**src/rtl/data_memory_pkg.sv**
```systemverilog
// Shared types for the data cache: line-controller states, way field enables
// and the tag/index/chip address slicing helper.
package data_memory_pkg;

   typedef enum logic [2:0] {
      ST_IDLE,
      ST_WB_READ,
      ST_WB_SEND,
      ST_FILL_REQ,
      ST_FILL,
      ST_TAG,
      ST_DONE
   } cache_line_state_t;

   // Per-field enables on a way port, ordered {valid, dirty, tag, data}.
   typedef struct packed {
      logic valid;
      logic dirty;
      logic tag;
      logic data;
   } field_enable_t;

   localparam field_enable_t FIELD_DATA = '{valid: 1'b0, dirty: 1'b0, tag: 1'b0, data: 1'b1};
   localparam field_enable_t FIELD_META = '{valid: 1'b1, dirty: 1'b1, tag: 1'b1, data: 1'b0};

   typedef enum logic [1:0] {
      ADDR_TAG,
      ADDR_INDEX,
      ADDR_CHIP
   } addr_field_e;

   // Byte address layout: {tag, index, chip, 2'b00}; the result is right-aligned.
   function automatic logic [31:0] addr_field(input logic [31:0] addr,
                                              input addr_field_e field,
                                              input int unsigned addr_width,
                                              input int unsigned chip_addr);
      logic [31:0] shifted;
      logic [31:0] mask;
      shifted = '0;
      mask    = '0;
      unique case (field)
         ADDR_CHIP: begin
            shifted = addr >> 2;
            mask    = (32'd1 << chip_addr) - 32'd1;
         end
         ADDR_INDEX: begin
            shifted = addr >> (chip_addr + 2);
            mask    = (32'd1 << addr_width) - 32'd1;
         end
         default: begin
            shifted = addr >> (addr_width + chip_addr + 2);
            mask    = '1;
         end
      endcase
      return shifted & mask;
   endfunction

endpackage

```
**src/rtl/data_cache_line_counter.sv**
```systemverilog
// Word-in-line counter for the line controller: clear has priority over
// increment, and last_o flags the final word of the line.
module data_cache_line_counter #(
   parameter int unsigned WIDTH = 2
) (
   input  logic             clk_i,
   input  logic             rst_i,
   input  logic             clear_i,
   input  logic             incr_i,
   output logic [WIDTH-1:0] count_o,
   output logic             last_o
);

   logic [WIDTH-1:0] count_d;
   logic [WIDTH-1:0] count_q;

   always_comb begin
      // NOTE: default assigned first so every path drives count_d and no latch is inferred.
      count_d = count_q;
      if (clear_i) begin
         count_d = '0;
      end else if (incr_i) begin
         count_d = count_q + WIDTH'(1);
      end
   end

   always_ff @(posedge clk_i) begin
      // NOTE: non-blocking assignments so every flop samples pre-edge values.
      if (rst_i) begin
         count_q <= '0;
      end else begin
         count_q <= count_d;
      end
   end

   assign count_o = count_q;
   assign last_o  = &count_q;

endmodule

```
**src/rtl/data_cache_line_controller.sv**
```systemverilog
// Line-transfer sequencer for the data cache: optional dirty-victim writeback
// through way port 1, then word-by-word refill and tag update through port 0.
module data_cache_line_controller
   import data_memory_pkg::*;
#(
   parameter  int unsigned WAYS        = 2,
   parameter  int unsigned BLOCK_WORDS = 4,
   parameter  int unsigned ADDR_WIDTH  = 7,
   localparam int unsigned CHIP_ADDR   = $clog2(BLOCK_WORDS),
   localparam int unsigned TAG_SIZE    = 32 - ADDR_WIDTH - CHIP_ADDR - 2
) (
   input  logic                  clk_i,
   input  logic                  rst_i,
   input  logic                  miss_i,
   input  logic [31:0]           miss_address_i,
   input  logic [WAYS-1:0]       victim_way_i,
   input  logic                  victim_dirty_i,
   input  logic [TAG_SIZE-1:0]   victim_tag_i,
   output logic                  busy_o,
   output logic                  done_o,
   output logic [WAYS-1:0]       enable_way_o,
   output logic [3:0]            port0_enable_o,
   output logic [CHIP_ADDR-1:0]  port0_chip_select_o,
   output logic [ADDR_WIDTH-1:0] port0_address_o,
   output logic                  port0_write_o,
   output logic [3:0]            port0_byte_write_o,
   output logic [31:0]           port0_word_o,
   output logic [TAG_SIZE-1:0]   port0_tag_o,
   output logic                  port0_valid_o,
   output logic                  port0_dirty_o,
   output logic                  port1_read_o,
   output logic [3:0]            port1_enable_o,
   output logic [CHIP_ADDR-1:0]  port1_chip_select_o,
   output logic [ADDR_WIDTH-1:0] port1_address_o,
   input  logic [31:0]           port1_word_i,
   output logic                  mem_write_o,
   output logic                  mem_read_o,
   output logic [31:0]           mem_address_o,
   output logic [31:0]           mem_data_o,
   input  logic                  mem_ready_i,
   input  logic                  mem_valid_i,
   input  logic [31:0]           mem_data_i
);

   cache_line_state_t     state_d, state_q;
   logic [ADDR_WIDTH-1:0] index_d, index_q;
   logic [TAG_SIZE-1:0]   miss_tag_d, miss_tag_q;
   logic [TAG_SIZE-1:0]   victim_tag_d, victim_tag_q;
   logic [WAYS-1:0]       victim_way_d, victim_way_q;
   logic [31:0]           wb_data_d, wb_data_q;
   logic                  wb_held_d, wb_held_q;
   logic                  cnt_clear, cnt_incr, cnt_last;
   logic [CHIP_ADDR-1:0]  count;

   data_cache_line_counter #(.WIDTH(CHIP_ADDR)) u_counter (
      .clk_i   (clk_i),
      .rst_i   (rst_i),
      .clear_i (cnt_clear),
      .incr_i  (cnt_incr),
      .count_o (count),
      .last_o  (cnt_last)
   );

   always_comb begin
      state_d             = state_q;
      index_d             = index_q;
      miss_tag_d          = miss_tag_q;
      victim_tag_d        = victim_tag_q;
      victim_way_d        = victim_way_q;
      wb_data_d           = wb_data_q;
      wb_held_d           = wb_held_q;
      cnt_clear           = 1'b0;
      cnt_incr            = 1'b0;
      busy_o              = (state_q != ST_IDLE);
      done_o              = 1'b0;
      enable_way_o        = '0;
      port0_enable_o      = '0;
      port0_chip_select_o = '0;
      port0_address_o     = '0;
      port0_write_o       = 1'b0;
      port0_byte_write_o  = '0;
      port0_word_o        = '0;
      port0_tag_o         = '0;
      port0_valid_o       = 1'b0;
      port0_dirty_o       = 1'b0;
      port1_read_o        = 1'b0;
      port1_enable_o      = '0;
      port1_chip_select_o = '0;
      port1_address_o     = '0;
      mem_write_o         = 1'b0;
      mem_read_o          = 1'b0;
      mem_address_o       = '0;
      mem_data_o          = '0;

      unique case (state_q)
         ST_IDLE: begin
            if (miss_i) begin
               index_d      = ADDR_WIDTH'(addr_field(miss_address_i, ADDR_INDEX, ADDR_WIDTH, CHIP_ADDR));
               miss_tag_d   = TAG_SIZE'(addr_field(miss_address_i, ADDR_TAG, ADDR_WIDTH, CHIP_ADDR));
               victim_tag_d = victim_tag_i;
               victim_way_d = victim_way_i;
               wb_held_d    = 1'b0;
               cnt_clear    = 1'b1;
               state_d      = victim_dirty_i ? ST_WB_READ : ST_FILL_REQ;
            end
         end
         ST_WB_READ: begin
            port1_read_o        = 1'b1;
            port1_enable_o      = FIELD_DATA;
            port1_chip_select_o = count;
            port1_address_o     = index_q;
            state_d             = ST_WB_SEND;
         end
         ST_WB_SEND: begin
            // Way data arrives the cycle after the read strobe; register it before requesting.
            if (!wb_held_q) begin
               wb_data_d = port1_word_i;
               wb_held_d = 1'b1;
            end else begin
               mem_write_o   = 1'b1;
               mem_address_o = {victim_tag_q, index_q, count, 2'b00};
               mem_data_o    = wb_data_q;
               if (mem_ready_i) begin
                  wb_held_d = 1'b0;
                  if (cnt_last) begin
                     cnt_clear = 1'b1;
                     state_d   = ST_FILL_REQ;
                  end else begin
                     cnt_incr = 1'b1;
                     state_d  = ST_WB_READ;
                  end
               end
            end
         end
         ST_FILL_REQ: begin
            mem_read_o    = 1'b1;
            mem_address_o = {miss_tag_q, index_q, {CHIP_ADDR{1'b0}}, 2'b00};
            if (mem_ready_i) begin
               state_d = ST_FILL;
            end
         end
         ST_FILL: begin
            if (mem_valid_i) begin
               port0_write_o       = 1'b1;
               enable_way_o        = victim_way_q;
               port0_enable_o      = FIELD_DATA;
               port0_chip_select_o = count;
               port0_address_o     = index_q;
               port0_byte_write_o  = 4'hF;
               port0_word_o        = mem_data_i;
               if (cnt_last) begin
                  cnt_clear = 1'b1;
                  state_d   = ST_TAG;
               end else begin
                  cnt_incr = 1'b1;
               end
            end
         end
         ST_TAG: begin
            // Tag and valid are written only after every word, so an aborted fill never hits.
            port0_write_o      = 1'b1;
            enable_way_o       = victim_way_q;
            port0_enable_o     = FIELD_META;
            port0_address_o    = index_q;
            port0_byte_write_o = 4'hF;
            port0_tag_o        = miss_tag_q;
            port0_valid_o      = 1'b1;
            port0_dirty_o      = 1'b0;
            state_d            = ST_DONE;
         end
         ST_DONE: begin
            done_o  = 1'b1;
            state_d = ST_IDLE;
         end
         default: begin
            state_d = ST_IDLE;
         end
      endcase
   end

   always_ff @(posedge clk_i) begin
      if (rst_i) begin
         state_q      <= ST_IDLE;
         index_q      <= '0;
         miss_tag_q   <= '0;
         victim_tag_q <= '0;
         victim_way_q <= '0;
         wb_data_q    <= '0;
         wb_held_q    <= 1'b0;
      end else begin
         state_q      <= state_d;
         index_q      <= index_d;
         miss_tag_q   <= miss_tag_d;
         victim_tag_q <= victim_tag_d;
         victim_way_q <= victim_way_d;
         wb_data_q    <= wb_data_d;
         wb_held_q    <= wb_held_d;
      end
   end

endmodule

```
**config.mk**
```make
export PLATFORM = sky130hd
export DESIGN_NAME = data_cache_line_controller
export DESIGN_NICKNAME = d
export VERILOG_FILES = /design/src/rtl/data_memory_pkg.sv /design/src/rtl/data_cache_line_counter.sv /design/src/rtl/data_cache_line_controller.sv
export SDC_FILE = /design/constraint.sdc
export NUM_CORES = 1
export LEC_CHECK = 0
export CORE_ASPECT_RATIO = 0.5
export CORE_MARGIN = 5
export CORE_UTILIZATION = 40
export DETAILED_ROUTE_END_ITERATION = 6
export PLACE_DENSITY = 0.95
export SETUP_SLACK_MARGIN = 0.1
export SLEW_MARGIN = 20
export SYNTH_ARGS = -nofsm -noshare
export SYNTH_HDL_FRONTEND = slang
export SYNTH_SLANG_ARGS = --single-unit
```
**constraint.sdc**
```tcl
create_clock -name clk_i -period 5.45 [get_ports clk_i]
set_clock_uncertainty 0.15 [all_clocks]
set_input_delay 1.635 -clock clk_i [delete_from_list [all_inputs] [get_ports clk_i]]
set_output_delay 1.635 -clock clk_i [all_outputs]
set_load 0.02 [all_outputs]
```
==> results by group <==
Status
  • Outcome: finished clean

Timing
  • Fin crit period: 5.19 ns
  • Setup_tns: 0 ns
  • Rel. slew slack: 31.1%
  • Final hold violation count: 0
  • Worst-margin pin slew: 1.03 ns
  • Setup Viol. Count Final: 0
  • Tcrit/Tclk final: 95.2%
  • RSZ-0062 raised after global routing: false
  • Post-Route Hold Slack: 0.300 ns
  • Maximum clock rate: 0.193 GHz
  • Slew Limit Fails: 0

Pwr
  • Worst VDD drop: 0.191 mV
  • Tot Pwr: 1740 uW
  • P_leak: 0.00271 uW
  • Pwr Density: 237 nW/um2

Critical path
  • Worst Setup EP: port0_word_o[23]
  • WP data required: 3.67 ns
  • Worst r2r src: state_q[0]
  • Crit path launch type: input pin
  • Reg-to-reg slack, setup: 3.04 ns
  • Critical path class: input pin to output port
  • R2R Path End: victim_tag_q[20]
  • FF-to-FF path depth: 5
  • Worst-path maximum fanout: 35
  • Worst Setup End Kind: output port
  • WP data arrival: 3.40 ns
  • Worst setup path startpoint: mem_valid_i

Floorplanning
  • Die height: 83.8 um
  • Die X-Extent: 158 um
  • Initial Util: 41.9%
  • Row Count: 26
  • CORE AREA: 10400 um2
  • Die ar.: 13200 um2
  • IO Count: 282

Placement
  • DP Wirelength: 11800 um
  • Dpl cell area: 7010 um2
  • IO Port Bufs: 271
  • RePlAce Congestion: 0.887
  • Placed cell count: 950

Clock tree
  • CTS root buf: clkbuf_16
  • # Post-CTS Setup Buffers: 0
  • Clk buf depth: 2
  • Total clock sinks: 89
  • Inserted Clock Buffers: 9
  • Clock-pin slew on the worst setup and hold paths: 0.06 ns
  • Htree depth: 3
  • TritonCTS clock tree: yes
  • CTS resizes: 0
  • Hold_buf cts: 0
  • Worst-Skew Late Latency: 0.33 ns

Layout
  • Layout cells sized above 1: 4.24%
  • Antenna diodes: 0
  • Post-Layout Cell Count: 966
  • Synthesis-to-finish area growth: 68.1%
  • Fin area: 7330 um2
  • Final #Nets: 948

Yosys
  • Distinct cells, synth: 31
  • Register bit total from synthesis: 89
  • Mean Syn Cell Area: 7.47 um2
  • Sequential fraction of the synthesis area: 40.9%
  • Post-synthesis cell count: 584
  • Mapped Area: 4360 um2
  • Yosys warns: 0

Detailed routing
  • Vias/cell: 4.86
  • DRT met1 WL: 6140 um
  • Remaining DRCs: 0
  • TritonRoute pass-1 iters: 4
  • Highest metal used: met4
  • Post-DR wirelength/cell: 16.2 um
  • Met3 Wirelength: 850 um
  • Routed vias: 4692
  • Final antenna-violating net count: 0
  • Drt first-iter violations: 252
  • DRT Wirelength: 15700 um
  • WL met2: 8190 um

Global routing
  • GRT Util Overall: 22.8%
  • Largest net degree at the start of global routing: 54
  • Overflow left after global routing: 0
  • First-pass GRT wire length: 24100 um
  • Vias in the first global route: 4580
  • Initial antenna violation count: 0

Flow run
  • Max-cap violations: 0

Hold path
  • Worst min path class: register to register
flip-flops by register name, summed over array words and instances, names as in the netlist:
signal	count
wb_held_q	1
index_q	7
victim_tag_q	21
state_q	3
victim_way_q	2
wb_data_q	32
miss_tag_q	21
u_counter.count_o	2
stage by stage:
stage	setup WS, ns	utilization, %
6_report	0.264	70.4
3_5_place_dp	0.269	67.3
2_1_floorplan	1.09	-
3_3_place_gp	0.309	67.3
5_1_grt	0.136	70.4
4_1_cts	0.267	70.2
kinds of logic (layout without fill, tap and decap cells):
group,count (synthesis),count (layout),synth area share [%]
compound gates,114,114,15.2
fa+ha+maj,1,1,0.287
mux,2,2,0.459
flops,89,89,40.9
buf+inv,59,296,7.40
other cells,1,6,0.0860
simple gates,318,318,35.8
synth_stat cells:
master / instances / area, um2
nand3b_1: 1 / 7.51
o31ai_1: 1 / 7.51
nand3_1: 2 / 10.0
a21oi_1: 86 / 430
and3_1: 2 / 12.5
nor2_2: 1 / 6.26
buf_4: 20 / 150
a21boi_0: 1 / 7.51
nand4b_1: 1 / 8.76
nor3_2: 3 / 30.0
buf_2: 21 / 105
clkbuf_1: 16 / 60.1
nor2_1: 10 / 37.5
and2_1: 115 / 719
and4b_1: 1 / 10.0
a22o_1: 21 / 184
mux2i_1: 2 / 20.0
nand2_1: 170 / 638
a22oi_1: 1 / 7.51
a21oi_2: 1 / 8.76
nor2b_1: 3 / 18.8
ha_1: 1 / 12.5
conb_1: 1 / 3.75
o21ai_0: 3 / 15.0
nor3b_2: 1 / 12.5
nor3_1: 4 / 20.0
inv_2: 1 / 3.75
nand2b_1: 3 / 18.8
nand2b_2: 1 / 8.76
dfxtp_1: 89 / 1780
inv_1: 1 / 3.75
layout make-up:
| cell class | instances | area, um2 |
|---|---|---|
| clock buffer | 11 | 253 |
| clock inverter | 4 | 51.3 |
| fill | 831 | 3080 |
| inverter | 2 | 7.51 |
| multi-input combinational | 441 | 2290 |
| sequential | 89 | 1780 |
| tap | 140 | 175 |
| timing repair buffer | 279 | 2780 |
worst max-delay path, cell delays in order:
cell	delay (ns)
clkdlybuf4s50_1	0.52
nor3b_2	0.17
buf_4	0.28
and2_1	0.18
clkdlybuf4s50_1	0.61
worst min-delay path by stage:
stage | from | endpoint | depth (start not counted)
2_1_floorplan | victim_way_q[0] | victim_way_q[0] | 2
3_3_place_gp | wb_data_q[8] | wb_data_q[8] | 2
3_5_place_dp | wb_data_q[26] | wb_data_q[26] | 2
4_1_cts | wb_data_q[26] | wb_data_q[26] | 2
5_1_grt | wb_data_q[13] | wb_data_q[13] | 2
6_report | wb_data_q[26] | wb_data_q[26] | 2
placed cells by master (no fill, tap or decap), types with 2 or more instances in the layout:
master and n:
a21oi_1 86, a22o_1 21, and2_1 114, buf_4 7
clkbuf_16 9, clkbuf_8 2, clkdlybuf4s50_1 270, conb_1 6
dfxtp_1 89, mux2i_1 2, nand2_1 169, nand2b_1 3
nand3_1 2, nor2_1 10, nor2b_1 3, nor3_1 4
nor3_2 2, o21ai_0 3
power by group:
group | leakage, uW | internal, uW | total (uW) | switching, uW
Clock | 0.000148 | 378 | 622 | 244
Combinational | 0.00184 | 166 | 358 | 192
Sequential | 0.000727 | 712 | 758 | 45.4
Total | 0.00271 | 1260 | 1740 | 481
layer usage:
metal,up-vias,GRT usage [%]
met5,-,0
met3,37,5.80
met2,152,39.8
met1,2167,26.7
met4,0,9.21
li1,2336,-
(Power assumes the default switching activity.)
